==> src/rtl/seg_display_arbiter.sv <==
// Round-robin owner arbitration for the shared 8-digit seven-segment display.
// Each owner keeps the display for a minimum hold time, and one blank cycle separates owners.
module seg_display_arbiter #(
  parameter int NREQ        = 4,
  parameter int HOLD_CLOCKS = 50_000_000
) (
  input  logic                    clk,
  input  logic                    rst_ni,
  input  logic [NREQ-1:0]         req_i,
  input  logic [32*NREQ-1:0]      data_i,
  output logic [NREQ-1:0]         gnt_o,
  output logic [$clog2(NREQ)-1:0] owner_o,
  output logic [31:0]             data_o,
  output logic                    blank_o,
  output logic                    new_o
);

  localparam int IDX_W = $clog2(NREQ);
  localparam int CNT_W = $clog2(HOLD_CLOCKS);
  localparam logic [CNT_W-1:0] CNT_MAX  = CNT_W'(HOLD_CLOCKS - 1);
  localparam logic [IDX_W-1:0] LAST_IDX = IDX_W'(NREQ - 1);

  typedef enum logic [1:0] {
    ST_IDLE,
    ST_OWN,
    ST_SWITCH
  } state_e;

  state_e            state_q, state_d;
  logic [IDX_W-1:0]  ptr_q, ptr_d;
  logic [CNT_W-1:0]  cnt_q, cnt_d;
  logic [NREQ-1:0]   gnt_q, gnt_d;
  logic [IDX_W-1:0]  owner_q, owner_d;
  logic [31:0]       data_q, data_d;
  logic              blank_q, blank_d;
  logic              new_q, new_d;

  logic [31:0]       slices [NREQ];
  logic              found;
  logic [IDX_W-1:0]  winner;
  logic [IDX_W-1:0]  cand;
  int                sum;

  for (genvar k = 0; k < NREQ; k++) begin : g_slice
    assign slices[k] = data_i[32*k +: 32];
  end

  // Search starts at ptr and wraps, so the most recent owner is checked last.
  always_comb begin
    found  = 1'b0;
    winner = '0;
    cand   = '0;
    sum    = 0;
    for (int i = 0; i < NREQ; i++) begin
      sum = int'(ptr_q) + i;
      if (sum >= NREQ) begin
        sum = sum - NREQ;
      end
      cand = IDX_W'(sum);
      if (!found && req_i[cand]) begin
        found  = 1'b1;
        winner = cand;
      end
    end
  end

  always_comb begin
    state_d = state_q;
    ptr_d   = ptr_q;
    cnt_d   = cnt_q;
    gnt_d   = gnt_q;
    owner_d = owner_q;
    data_d  = data_q;
    blank_d = blank_q;
    new_d   = 1'b0;

    case (state_q)
      ST_IDLE, ST_SWITCH: begin
        if (found) begin
          state_d = ST_OWN;
          owner_d = winner;
          gnt_d   = NREQ'(1) << winner;
          data_d  = slices[winner];
          cnt_d   = '0;
          ptr_d   = (winner == LAST_IDX) ? '0 : winner + IDX_W'(1);
          new_d   = 1'b1;
          blank_d = 1'b0;
        end else begin
          state_d = ST_IDLE;
          gnt_d   = '0;
          data_d  = '0;
          blank_d = 1'b1;
        end
      end
      ST_OWN: begin
        cnt_d  = (cnt_q == CNT_MAX) ? cnt_q : cnt_q + CNT_W'(1);
        data_d = slices[owner_q];
        // Release is honoured at any time; preemption only once the hold time has elapsed.
        if (!req_i[owner_q] || ((cnt_q == CNT_MAX) && |(req_i & ~gnt_q))) begin
          state_d = ST_SWITCH;
          gnt_d   = '0;
          data_d  = '0;
          blank_d = 1'b1;
        end
      end
      default: begin
        state_d = ST_IDLE;
        gnt_d   = '0;
        data_d  = '0;
        blank_d = 1'b1;
      end
    endcase
  end

  always_ff @(posedge clk or negedge rst_ni) begin
    if (!rst_ni) begin
      state_q <= ST_IDLE;
      ptr_q   <= '0;
      cnt_q   <= '0;
      gnt_q   <= '0;
      owner_q <= '0;
      data_q  <= '0;
      blank_q <= 1'b1;
      new_q   <= 1'b0;
    end else begin
      state_q <= state_d;
      ptr_q   <= ptr_d;
      cnt_q   <= cnt_d;
      gnt_q   <= gnt_d;
      owner_q <= owner_d;
      data_q  <= data_d;
      blank_q <= blank_d;
      new_q   <= new_d;
    end
  end

  assign gnt_o   = gnt_q;
  assign owner_o = owner_q;
  assign data_o  = data_q;
  assign blank_o = blank_q;
  assign new_o   = new_q;

endmodule
==> config.mk <==
export PLATFORM = sky130hd
export DESIGN_NAME = seg_display_arbiter
export DESIGN_NICKNAME = d
export VERILOG_FILES = /design/src/rtl/seg_display_arbiter.sv
export SDC_FILE = /design/constraint.sdc
export NUM_CORES = 1
export LEC_CHECK = 0
export CAP_MARGIN = 20
export CORE_MARGIN = 5
export CORE_UTILIZATION = 47
export CTS_BUF_LIST = sky130_fd_sc_hd__clkbuf_16
export CTS_CLUSTER_SIZE = 28
export DETAILED_ROUTE_END_ITERATION = 16
export PLACE_DENSITY_LB_ADDON = 0.25
export SLEW_MARGIN = 20
export SYNTH_ARGS = -nofsm -noshare
export SYNTH_HDL_FRONTEND = slang
export SYNTH_SLANG_ARGS = --single-unit
==> constraint.sdc <==
create_clock -name clk -period 2.6 [get_ports clk]
set_clock_uncertainty 0.15 [all_clocks]
set_input_delay 0.39 -clock clk [delete_from_list [all_inputs] [get_ports clk]]
set_output_delay 0.39 -clock clk [all_outputs]
set_load 0.1 [all_outputs]
==> metrics.txt <==
clock tree buffer depth=2; drt wl/cell=20.6 microns; row count=38; CTS Buf Count=9; fillcell total=832; routed wire length=16800 microns; drt drc=0; # diodes=0; Post-Syn Area=5060 sq um; R2R Setup Slk=0.25 ns; Leak=0.00295 uW; Power Dens Cells=1130 nW/um^2; largest net degree at the start of global routing=49; commonest non-fill, non-tap cell in the layout=clkdlybuf4s50_1; ANT nets after route=0; Multi-input gate area=3080 sq um; synth warn=0; clock root buffer=clkbuf_16; FF/Latch Area=1750 sq um; first-pass GRT wire length=27000 microns; outcome=complete, no violations; Die Y-Extent=114 microns; most frequent cells in the layout=132 x clkdlybuf4s50_1, 72 x nand3_1, 68 x dfrtp_1; Initial Utilization=0.473; worst slew pin tran=0.777 ns; CP startpoint kind=register; Die Span X=114 microns; Fin Setup TNS=0 ns; Clk pin slew, worst setup/hold paths=0.06 ns; routed vias/inst=6.20; maxcap violations=0; Crit path arrival time=2.45 ns; RSZ-0062 raised after global routing=false; Vias=5052; worst min-delay path class=reg2reg; H-tree depth=3; pre-CTS setup slack=0.0875 ns; DRT Pass-1 Iters=5; Seq cells post-synth=70; Post-Synthesis Cells=501; initial antenna violation count=0; VDD IR-drop max=666 uV; syn_area_per_cell=10.1 sq um; Mapped Nets=640; endpoints failing setup=0; f_max=425 MHz; gr usage total=0.263; Req. time, crit path=2.70 ns; post-CTS setup buffers=0; Slew Viols, Final=0; die footprint=13000 sq um; Final Hold Violating Endpoints=0; Std-Cell Core Area=10700 sq um; worst skew pair latency=0.33 ns; final period utilization=0.904; fin nets=809; GPL Wtd Cong=0.902; sequential area share after synthesis=0.346; total I/O pin count=174; IO buf count=173; Yosys cell types=51; via count of the first global-routing pass=5449; slew margin rel.=0.478; TritonCTS clock tree=built; CP max FO=11; Final WS setup=0.249 ns; Worst Path Class, Setup=reg2reg; Area Growth Syn to Fin=44.3%; post-DP HPWL=12200 microns; CTS Sinks=70; Starting DRT DRC Count=397; Overflow after GRT=0; post-layout min period=2.35 ns; layout cells sized above 1=0.191; Worst setup EP type=register
stage by stage:
stage | std cells | util | power, uW | hold WS, ns | area [sq um]
6_report | 815 | 0.683 | 8280 | 0.346 | 7310
5_1_grt | 815 | 0.683 | 8670 | 0.363 | 7310
4_1_cts | 815 | 0.683 | 8310 | 0.348 | 7310
3_5_place_dp | 798 | 0.655 | 7100 | 0.304 | 7010
3_3_place_gp | 798 | 0.655 | 7030 | 0.312 | 7010
2_1_floorplan | 501 | - | 5510 | -0.0556 | 5070
state kept, by name, indices dropped and copies added (netlist names):
register,count
state_q,2
ptr_q,2
gnt_o,4
blank_o,1
new_o,1
data_o,32
cnt_q,26
owner_o,2
area by class of cell:
cell class | count | share of cell area
inverters | 10 | 0.00513
multi-input cells | 379 | 0.421
repair buffers | 200 | 0.270
clock buffers | 9 | 0.0308
flip-flops and latches | 70 | 0.240
clock inverters | 7 | 0.00907
well taps | 140 | 0.0240
critical path, cell delays in order (launching register included):
cell and delay, ns:
dfrtp_1 0.40, ha_1 0.23, nand3_2 0.13, nor3_4 0.28, o21ai_1 0.34, or4_1 0.58
a21oi_1 0.16
power by group:
part / switching [uW] / internal, uW / total, uW / leakage (uW)
combinational: 3610 / 1850 / 5460 / 0.00189
sequential: 204 / 1420 / 1620 / 0.000918
clock: 464 / 735 / 1200 / 0.000140
total: 4280 / 4010 / 8280 / 0.00295
final timing paths:
check / startpoint / end / cells after the start
worst max register to register: cnt_q[0] / cnt_q[24] / 6
min in group asynchronous: rst_ni / cnt_q[19] / 2
worst min-delay path: cnt_q[23] / cnt_q[23] / 1
worst max-delay path: cnt_q[0] / cnt_q[24] / 6
worst min register to register: cnt_q[23] / cnt_q[23] / 1
max in group asynchronous: rst_ni / cnt_q[3] / 3
layer usage:
metal  GRT usage  wire length, microns  vias to the layer above
li1            -                     -                     2294
met1       0.315                  6380                     2505
met2       0.459                  8710                      224
met3      0.0615                  1270                       29
met4       0.101                   408                        0
met5           0                     0                        -
synthesized netlist by cell type, drive strengths merged:
master | instances | area (sq um)
a21o | 33 | 248
xnor2 | 4 | 35.0
ha | 5 | 62.6
o211ai | 39 | 293
nor4 | 1 | 6.26
o21a | 2 | 15.0
a22o | 4 | 35.0
o31ai | 9 | 72.6
nor2 | 17 | 71.3
nor2b | 3 | 18.8
and3 | 4 | 25.0
xor2 | 5 | 43.8
nand4 | 6 | 43.8
o2111a | 1 | 11.3
or4 | 4 | 33.8
a21oi | 9 | 45.0
nand3b | 2 | 15.0
and4bb | 1 | 12.5
and4b | 1 | 10.0
nand2 | 17 | 63.8
mux4 | 33 | 743
o21ai | 43 | 215
or2b | 2 | 15.0
mux2i | 35 | 350
nor3 | 5 | 47.5
dfrtp | 69 | 1730
o221a | 1 | 11.3
buf | 15 | 103
o221ai | 2 | 17.5
or3 | 7 | 43.8
and2 | 3 | 21.3
dfstp | 1 | 26.3
clkbuf | 27 | 101
nand3 | 74 | 388
inv | 10 | 37.5
nand2b | 2 | 12.5
and4 | 4 | 35.0
nand4b | 1 | 8.76
logic make-up (layout without fill, tap and decap cells):
family,Yosys count,count (layout),synth area share
xor gates and xnor gates,9,9,0.0156
muxes,68,68,0.216
buffers and inverters,52,226,0.0477
DFF,70,70,0.346
AOI/OAI and AO/OA,143,143,0.190
and+or+nand+nor,154,154,0.172
adders and majority gates,5,5,0.0124
repair_timing:
action | CTS | global route
gates resized for setup | 0 | 0
hold buffers | 1 | 0
hold endpoints to repair | 45 | 0
Power figures use the tool's default switching activity.
